===== config.mk =====
export PLATFORM = sky130hd
export DESIGN_NAME = tx_arbiter
export DESIGN_NICKNAME = d
export VERILOG_FILES = /design/src/rtl/tx_arbiter.sv
export SDC_FILE = /design/constraint.sdc
export NUM_CORES = 1
export LEC_CHECK = 0
export ABC_AREA = 0
export CORE_ASPECT_RATIO = 0.75
export CORE_UTILIZATION = 42
export DETAILED_ROUTE_END_ITERATION = 16
export GPL_ROUTABILITY_DRIVEN = 0
export PLACE_DENSITY = 0.77
export SYNTH_ARGS = -nofsm -noshare
export SYNTH_HDL_FRONTEND = slang
export SYNTH_SLANG_ARGS = --single-unit

===== constraint.sdc =====
create_clock -name clk -period 2.4 [get_ports clk]
set_clock_uncertainty 0.1 [all_clocks]
set_input_delay 0.36 -clock clk [delete_from_list [all_inputs] [get_ports clk]]
set_output_delay 0.36 -clock clk [all_outputs]
set_load 0.05 [all_outputs]

===== src/rtl/tx_arbiter.sv =====
// Arbiter in front of a serial byte transmitter that has no busy flag.
// Round-robin by default; define TX_ARB_FIXED_PRIO_EN for lowest-index-wins priority.
module tx_arbiter #(
    parameter int N_REQ        = 4,
    parameter int FRAME_CYCLES = 12,
    parameter int IDW          = $clog2(N_REQ)
) (
    input  logic                 clk,
    input  logic                 rst,
    input  logic [N_REQ-1:0]     req,
    input  logic [8*N_REQ-1:0]   req_data,
    output logic [N_REQ-1:0]     ack,
    output logic [IDW-1:0]       grant_id,
    output logic                 busy,
    output logic                 send,
    output logic [7:0]           data
);

    localparam int CW = $clog2(FRAME_CYCLES);

    typedef enum logic [1:0] {
        IDLE = 2'd0,
        SEND = 2'd1,
        WAIT = 2'd2
    } state_t;

    state_t           state_q;
    logic [CW-1:0]    cnt_q;
    logic [N_REQ-1:0] ack_q;
    logic [IDW-1:0]   grant_q;
    logic             busy_q;
    logic             send_q;
    logic [7:0]       data_q;

    logic [IDW-1:0]   win_d;
    logic             hit_d;
    logic [7:0]       byte_d;

`ifdef TX_ARB_FIXED_PRIO_EN
    always_comb begin
        win_d = '0;
        hit_d = 1'b0;
        for (int i = N_REQ - 1; i >= 0; i--) begin
            if (req[i]) begin
                win_d = IDW'(i);
                hit_d = 1'b1;
            end
        end
    end
`else
    logic [IDW-1:0] rr_q;
    logic [IDW:0]   idx;

    // Descending scan so the closest set bit at or after rr wins last.
    always_comb begin
        win_d = '0;
        hit_d = 1'b0;
        idx   = '0;
        for (int k = N_REQ - 1; k >= 0; k--) begin
            idx = {1'b0, rr_q} + (IDW+1)'(k);
            if (idx >= (IDW+1)'(N_REQ))
                idx = idx - (IDW+1)'(N_REQ);
            if (req[idx[IDW-1:0]]) begin
                win_d = idx[IDW-1:0];
                hit_d = 1'b1;
            end
        end
    end
`endif

    always_comb begin
        byte_d = '0;
        for (int i = 0; i < N_REQ; i++) begin
            if (win_d == IDW'(i))
                byte_d = req_data[8*i +: 8];
        end
    end

    always_ff @(posedge clk) begin
        if (!rst) begin
            state_q <= IDLE;
            cnt_q   <= '0;
            ack_q   <= '0;
            grant_q <= '0;
            busy_q  <= 1'b0;
            send_q  <= 1'b0;
            data_q  <= 8'h00;
`ifndef TX_ARB_FIXED_PRIO_EN
            rr_q    <= '0;
`endif
        end else begin
            send_q <= 1'b0;
            ack_q  <= '0;
            unique case (state_q)
                IDLE: begin
                    if (hit_d) begin
                        ack_q   <= N_REQ'(1) << win_d;
                        grant_q <= win_d;
                        data_q  <= byte_d;
                        busy_q  <= 1'b1;
                        state_q <= SEND;
`ifndef TX_ARB_FIXED_PRIO_EN
                        rr_q    <= (win_d == IDW'(N_REQ - 1)) ?
                                   '0 : win_d + IDW'(1);
`endif
                    end
                end
                SEND: begin
                    send_q  <= 1'b1;
                    cnt_q   <= CW'(FRAME_CYCLES - 1);
                    state_q <= WAIT;
                end
                WAIT: begin
                    if (cnt_q == '0) begin
                        busy_q  <= 1'b0;
                        state_q <= IDLE;
                    end else begin
                        cnt_q <= cnt_q - CW'(1);
                    end
                end
                default: begin
                    busy_q  <= 1'b0;
                    state_q <= IDLE;
                end
            endcase
        end
    end

    assign ack      = ack_q;
    assign grant_id = grant_q;
    assign busy     = busy_q;
    assign send     = send_q;
    assign data     = data_q;

endmodule


Word-level counts from Yosys, hierarchy flattened
Index checks and enable logic that the tools add are counted.

Bits in registers: 24. Bits in latches: 0. Memory bits (writable): 0. Bits in read-only memories: 0. Input port bits: 38. Output and inout port bits: 16. Word-level logic and storage cells: 78. Memories kept: 0.

Add/subtract/negate cells: 9. $mul: 0. Div/mod/pow operators: 0. $lt $le $gt $ge: 8. Eq/ne operators: 8. Shift-type cells: 1. Multiplexer cells: 34. Bitwise gates (word level): 1. Reduce and logical (&&, ||, !) cells: 9.

Operators by type and width (count): $mux W8 (4); $mux W2 (11); $lt A2 B3 Y1 const B (4); $mux W1 (11); $ge A3 B3 Y1 const B (3); $bmux W1 S2 (4); $pmux W4 S2 (1); $sub A2 B1 Y2 const B (4); $add A2 B2 Y3 const B (2); $eq A2 B2 Y1 const B (3); $ne A2 B2 Y1 const B (3); $pmux W2 S3 (1); $reduce_and A2 Y1 (3); $reduce_and A3 Y1 (2); $eq A2 B1 Y1 const B (2); $logic_not A2 Y1 (2); $logic_not A4 Y1 (1); $mux W4 (1); $shl A1 B2 Y4 const A (1); $sub A4 B1 Y4 const B (1); $add A2 B1 Y3 const B (1); $ge A2 B3 Y1 const B (1); $pmux W1 S3 (1); $add A2 B1 Y2 const B (1); other kinds (2) (2).

Longest topological paths before layout
Depth after elaboration: 14. Depth in mapped cells: 11. Gate-level depth less buffers: 9.

Worst setup path before layout
OpenSTA, ideal clock, no wires.

Path type: register -> register. Start: register rr_q[1]. End: register data_q[7] (netlist: data[7]). Library setup time: 0.122 ns. Arrival time: 2.003 ns. Required time: 2.178 ns. Setup slack: 0.175 ns. Stages on the path, launching flop included: 12. Buffers on the path: 3. Clock period less this slack: 2.225 ns. Path through: dfxtp_1 -> mux2i_1 -> o22ai_1 -> or2_1 -> buf_6 -> inv_4 -> ha_1 -> clkbuf_1 -> clkbuf_1 -> a21oi_1 -> a22oi_1 -> a21oi_1.

Longest elaborated chain between the ends: 14. Elaborated cells between the ends (all ways): 40. Those cells by class: add/sub (7); order compare (4); eq/ne (3); mux (24); reduce/logical (2).

Ends and longest elaborated chain: start, declared (line 51) `logic [IDW-1:0] rr_q;`; start signal, assigned (line 103) `rr_q <= (win_d == IDW'(N_REQ - 1)) ?`; $add A2 B2 Y3 (line 60) `idx = {1'b0, rr_q} + (IDW+1)'(k);`; $ge A3 B3 Y1 or $sub A2 B1 Y2 (tied branches) (line 61, 62); $mux W2 (line 61) `if (idx >= (IDW+1)'(N_REQ))`; $bmux W1 S2 (line 63) `if (req[idx[IDW-1:0]]) begin`; $mux W1 (not written as such) (line 63); $mux W2 (3 in a row) (line 63); $mux W2 * (line 63); named net win_d[0] (line 35) `logic [IDW-1:0] win_d;`; $logic_not A2 Y1 (line 74) `if (win_d == IDW'(i))`; $mux W8 (3 in a row) (line 74); $mux W8 * (line 74); end signal, assigned (line 99) `data_q <= byte_d;`; end, declared (line 33) `logic [7:0] data_q;`.

Mark *: on every way through the listed nets, which the timed path passes. The rest lies on a longest branch. The select of a mux whose other input is x is not followed. A chain may end at the register's enable or synchronous reset.

Final worst setup path
Start: input req[1]. End: register data_q[6] (netlist: data[6]).

Longest elaborated chain between the ends: 11. Elaborated cells between the ends (all ways): 25. Those cells by class: eq/ne (3); mux (20); reduce/logical (2).

Ends and longest elaborated chain: start, declared (line 10) `input logic [N_REQ-1:0] req,`; $bmux W1 S2 (line 63); $mux W1 (not written as such) (line 63); $mux W2 (4 in a row) (line 63); $logic_not A2 Y1 (line 74); $mux W8 (4 in a row) (line 74).

Parallel ways exist; a longest one is shown, timed or not. The select of a mux whose other input is x is not followed.

==> run metrics <==
status completed; Synth Warn # 0; 1st-iter DRT viols 40; port buffer count 53; Worst Tran Pin Value 0.518 ns; Critical Path RT 2.50 ns; final wirelength 3530 um; minimum clock period 2.21 ns; top-count cell post-synth a21oi_1; cells after synthesis 163; Max Buffers Root-to-Sink 2; max_slew headroom 65.3%; Post-Syn Nets 207; WS Path Type in -> reg; Die Area 3250 um2; PnR worst setup slack 0.191 ns; hold crit path type reg -> reg; Synth Area per Inst 7.78 um2; Distinct cells, synth 34; Die W 65.5 um; Pins Over Slew Limit 0; Synth area leader dfxtp_1; n_diodes 0; dpl cell area 1850 um2; Crit Path Max Fanout 8; Wirelength per Cell 14.0 um; CTS tree done; Pleak 0.766 nW; hold slack 0.386 ns; final instance area 1940 um2; cts repair resizes 3; RSZ-0062 raised after global routing no; Final nets 262; post-DR vias/cell 5.27; Power Dens Cells 764 nW/um2; count of clock tree sinks 24; Core Area 2740 um2; VDD IR-drop max 469 uV; top-area cell type share of the netlist area 37.9%; sequential-to-total area share from yosys stat 37.9%; Max Fclk 453 MHz; clock root cell clkbuf_8; Synth top cells by count a21oi_1 (28), dfxtp_1 (24), o21ai_0 (18); area delta synth->final 53.2%; Startpoint Class input port; Starting Density 46.3%; worst slack at placement -0.356 ns; initial antenna violation count 0; # IOs 54; vias in the first global route 1241; Critical Path AT 2.31 ns; Mapped Area 1270 um2; total congestion overflow 0; CTS clk-pin slew, worst paths 0.09 ns; drt drc 0; DRT Pass-1 Iters 4; Post-CTS Hold Fix Bufs 0; Post-CTS Setup Inserts 0; Yosys reg bits 24; Max Cap Viol 0; Routed Antenna Nets 0; H-tree levels 1; top post-synthesis cells by area dfxtp_1 (38%), a21oi_1 (11%), o21ai_0 (7.1%); die height 49.6 um; CTS buffer count 3; crit end category flip-flop; fillcell total 209; GRT Total Usage 23.1%; largest net degree at the start of global routing 18; top_reg_cell synth dfxtp_1; Post-synth EDFFs 0; Async S/R FF share, synth 0%; Final period util 92.0%; # setup viols final 0; Skew-Pair Late Insertion Delay 0.26 ns; Final Hold Fails 0; number of placement rows 16; global-route wire length before repair 5750 um; Via Count 1333; Reg2Reg Setup Slack 0.24 ns; share of cells above drive strength 1 11.1%; post-DP HPWL 2700 um
[metrics by stage]
stage	setup TNS [ns]	cells	power, mW	util (%)
after floorplan	0	163	0.949	-
after global placement	-1.67	249	1.16	67.3
after detailed placement	-2.54	249	1.18	67.3
after CTS	0	253	1.46	69.6
after global routing	0	253	1.58	70.8
final	0	253	1.48	70.8
[critical path: stages]
cell and delay [ns]:
clkdlybuf4s50_1 0.55, a21oi_2 0.05, o21a_1 0.20, o22ai_4 0.23, buf_4 0.15, ha_2 0.26, nand2_1 0.08, o21ai_0 0.18
a22oi_1 0.09, a21oi_1 0.15
[cells by family (layout without fill, tap and decap cells)]
logic type / count (synthesis) / in the layout / synth area share [%]
muxes: 1 / 1 / 0.789
buffers and inverters: 27 / 81 / 9.27
and+or+nand+nor: 38 / 38 / 14.9
adders and majority gates: 6 / 6 / 5.92
DFF: 24 / 24 / 37.9
xor gates and xnor gates: 1 / 1 / 0.690
AOI/OAI and AO/OA: 66 / 66 / 30.6
[cell type report]
class / instances / area (um2) / share of cell area, %
clock buffers: 4 / 55.1 / 2.83
inverters: 17 / 66.3 / 3.41
multi-input cells: 112 / 711 / 36.6
flip-flops and latches: 24 / 480 / 24.7
well taps: 36 / 45.0 / 2.32
repair buffers: 60 / 586 / 30.1
[state kept, by name, indices dropped and copies added, names as in the netlist]
signal and flops:
busy 1, grant_id 2, send 1, data 8, state_q 2, cnt_q 4, rr_q 2, ack 4
[routing by layer]
layer | vias up | global-route usage (%) | part of all wire, %
met2 | 42 | 36.9 | 49
li1 | 679 | - | -
met3 | 4 | 5.32 | 4.6
met5 | - | 0 | 0
met4 | 0 | 3.62 | 0.99
met1 | 608 | 31.9 | 46
[cell usage in the layout (no fill, tap or decap), types with 4 or more instances in the layout]
cell type        count
a21oi_1             28
a22oi_1              8
buf_4                7
clkbuf_8             4
clkdlybuf4s50_1     52
dfxtp_1             24
inv_1               15
nand2_1             12
nor2_1               6
nor3_1               8
o21ai_0             18
o22ai_1              4
[report_power, final]
part | internal [mW] | total, mW | switching (mW)
combinational | 0.299 | 0.704 | 0.406
clock | 0.146 | 0.276 | 0.130
sequential | 0.461 | 0.504 | 0.0429
total | 0.906 | 1.48 | 0.579
[final timing paths]
path         cells past startpoint                  endpoint                startpoint
max                             10      data[6]$_SDFFE_PN0P_                    req[1]
max reg2reg                      8      data[5]$_SDFFE_PN0P_      rr_q[1]$_SDFFE_PN0P_
min                              2  grant_id[0]$_SDFFE_PN0P_  grant_id[0]$_SDFFE_PN0P_
min reg2reg                      2  grant_id[0]$_SDFFE_PN0P_  grant_id[0]$_SDFFE_PN0P_
No activity file was read; power rests on OpenSTA's default activity.
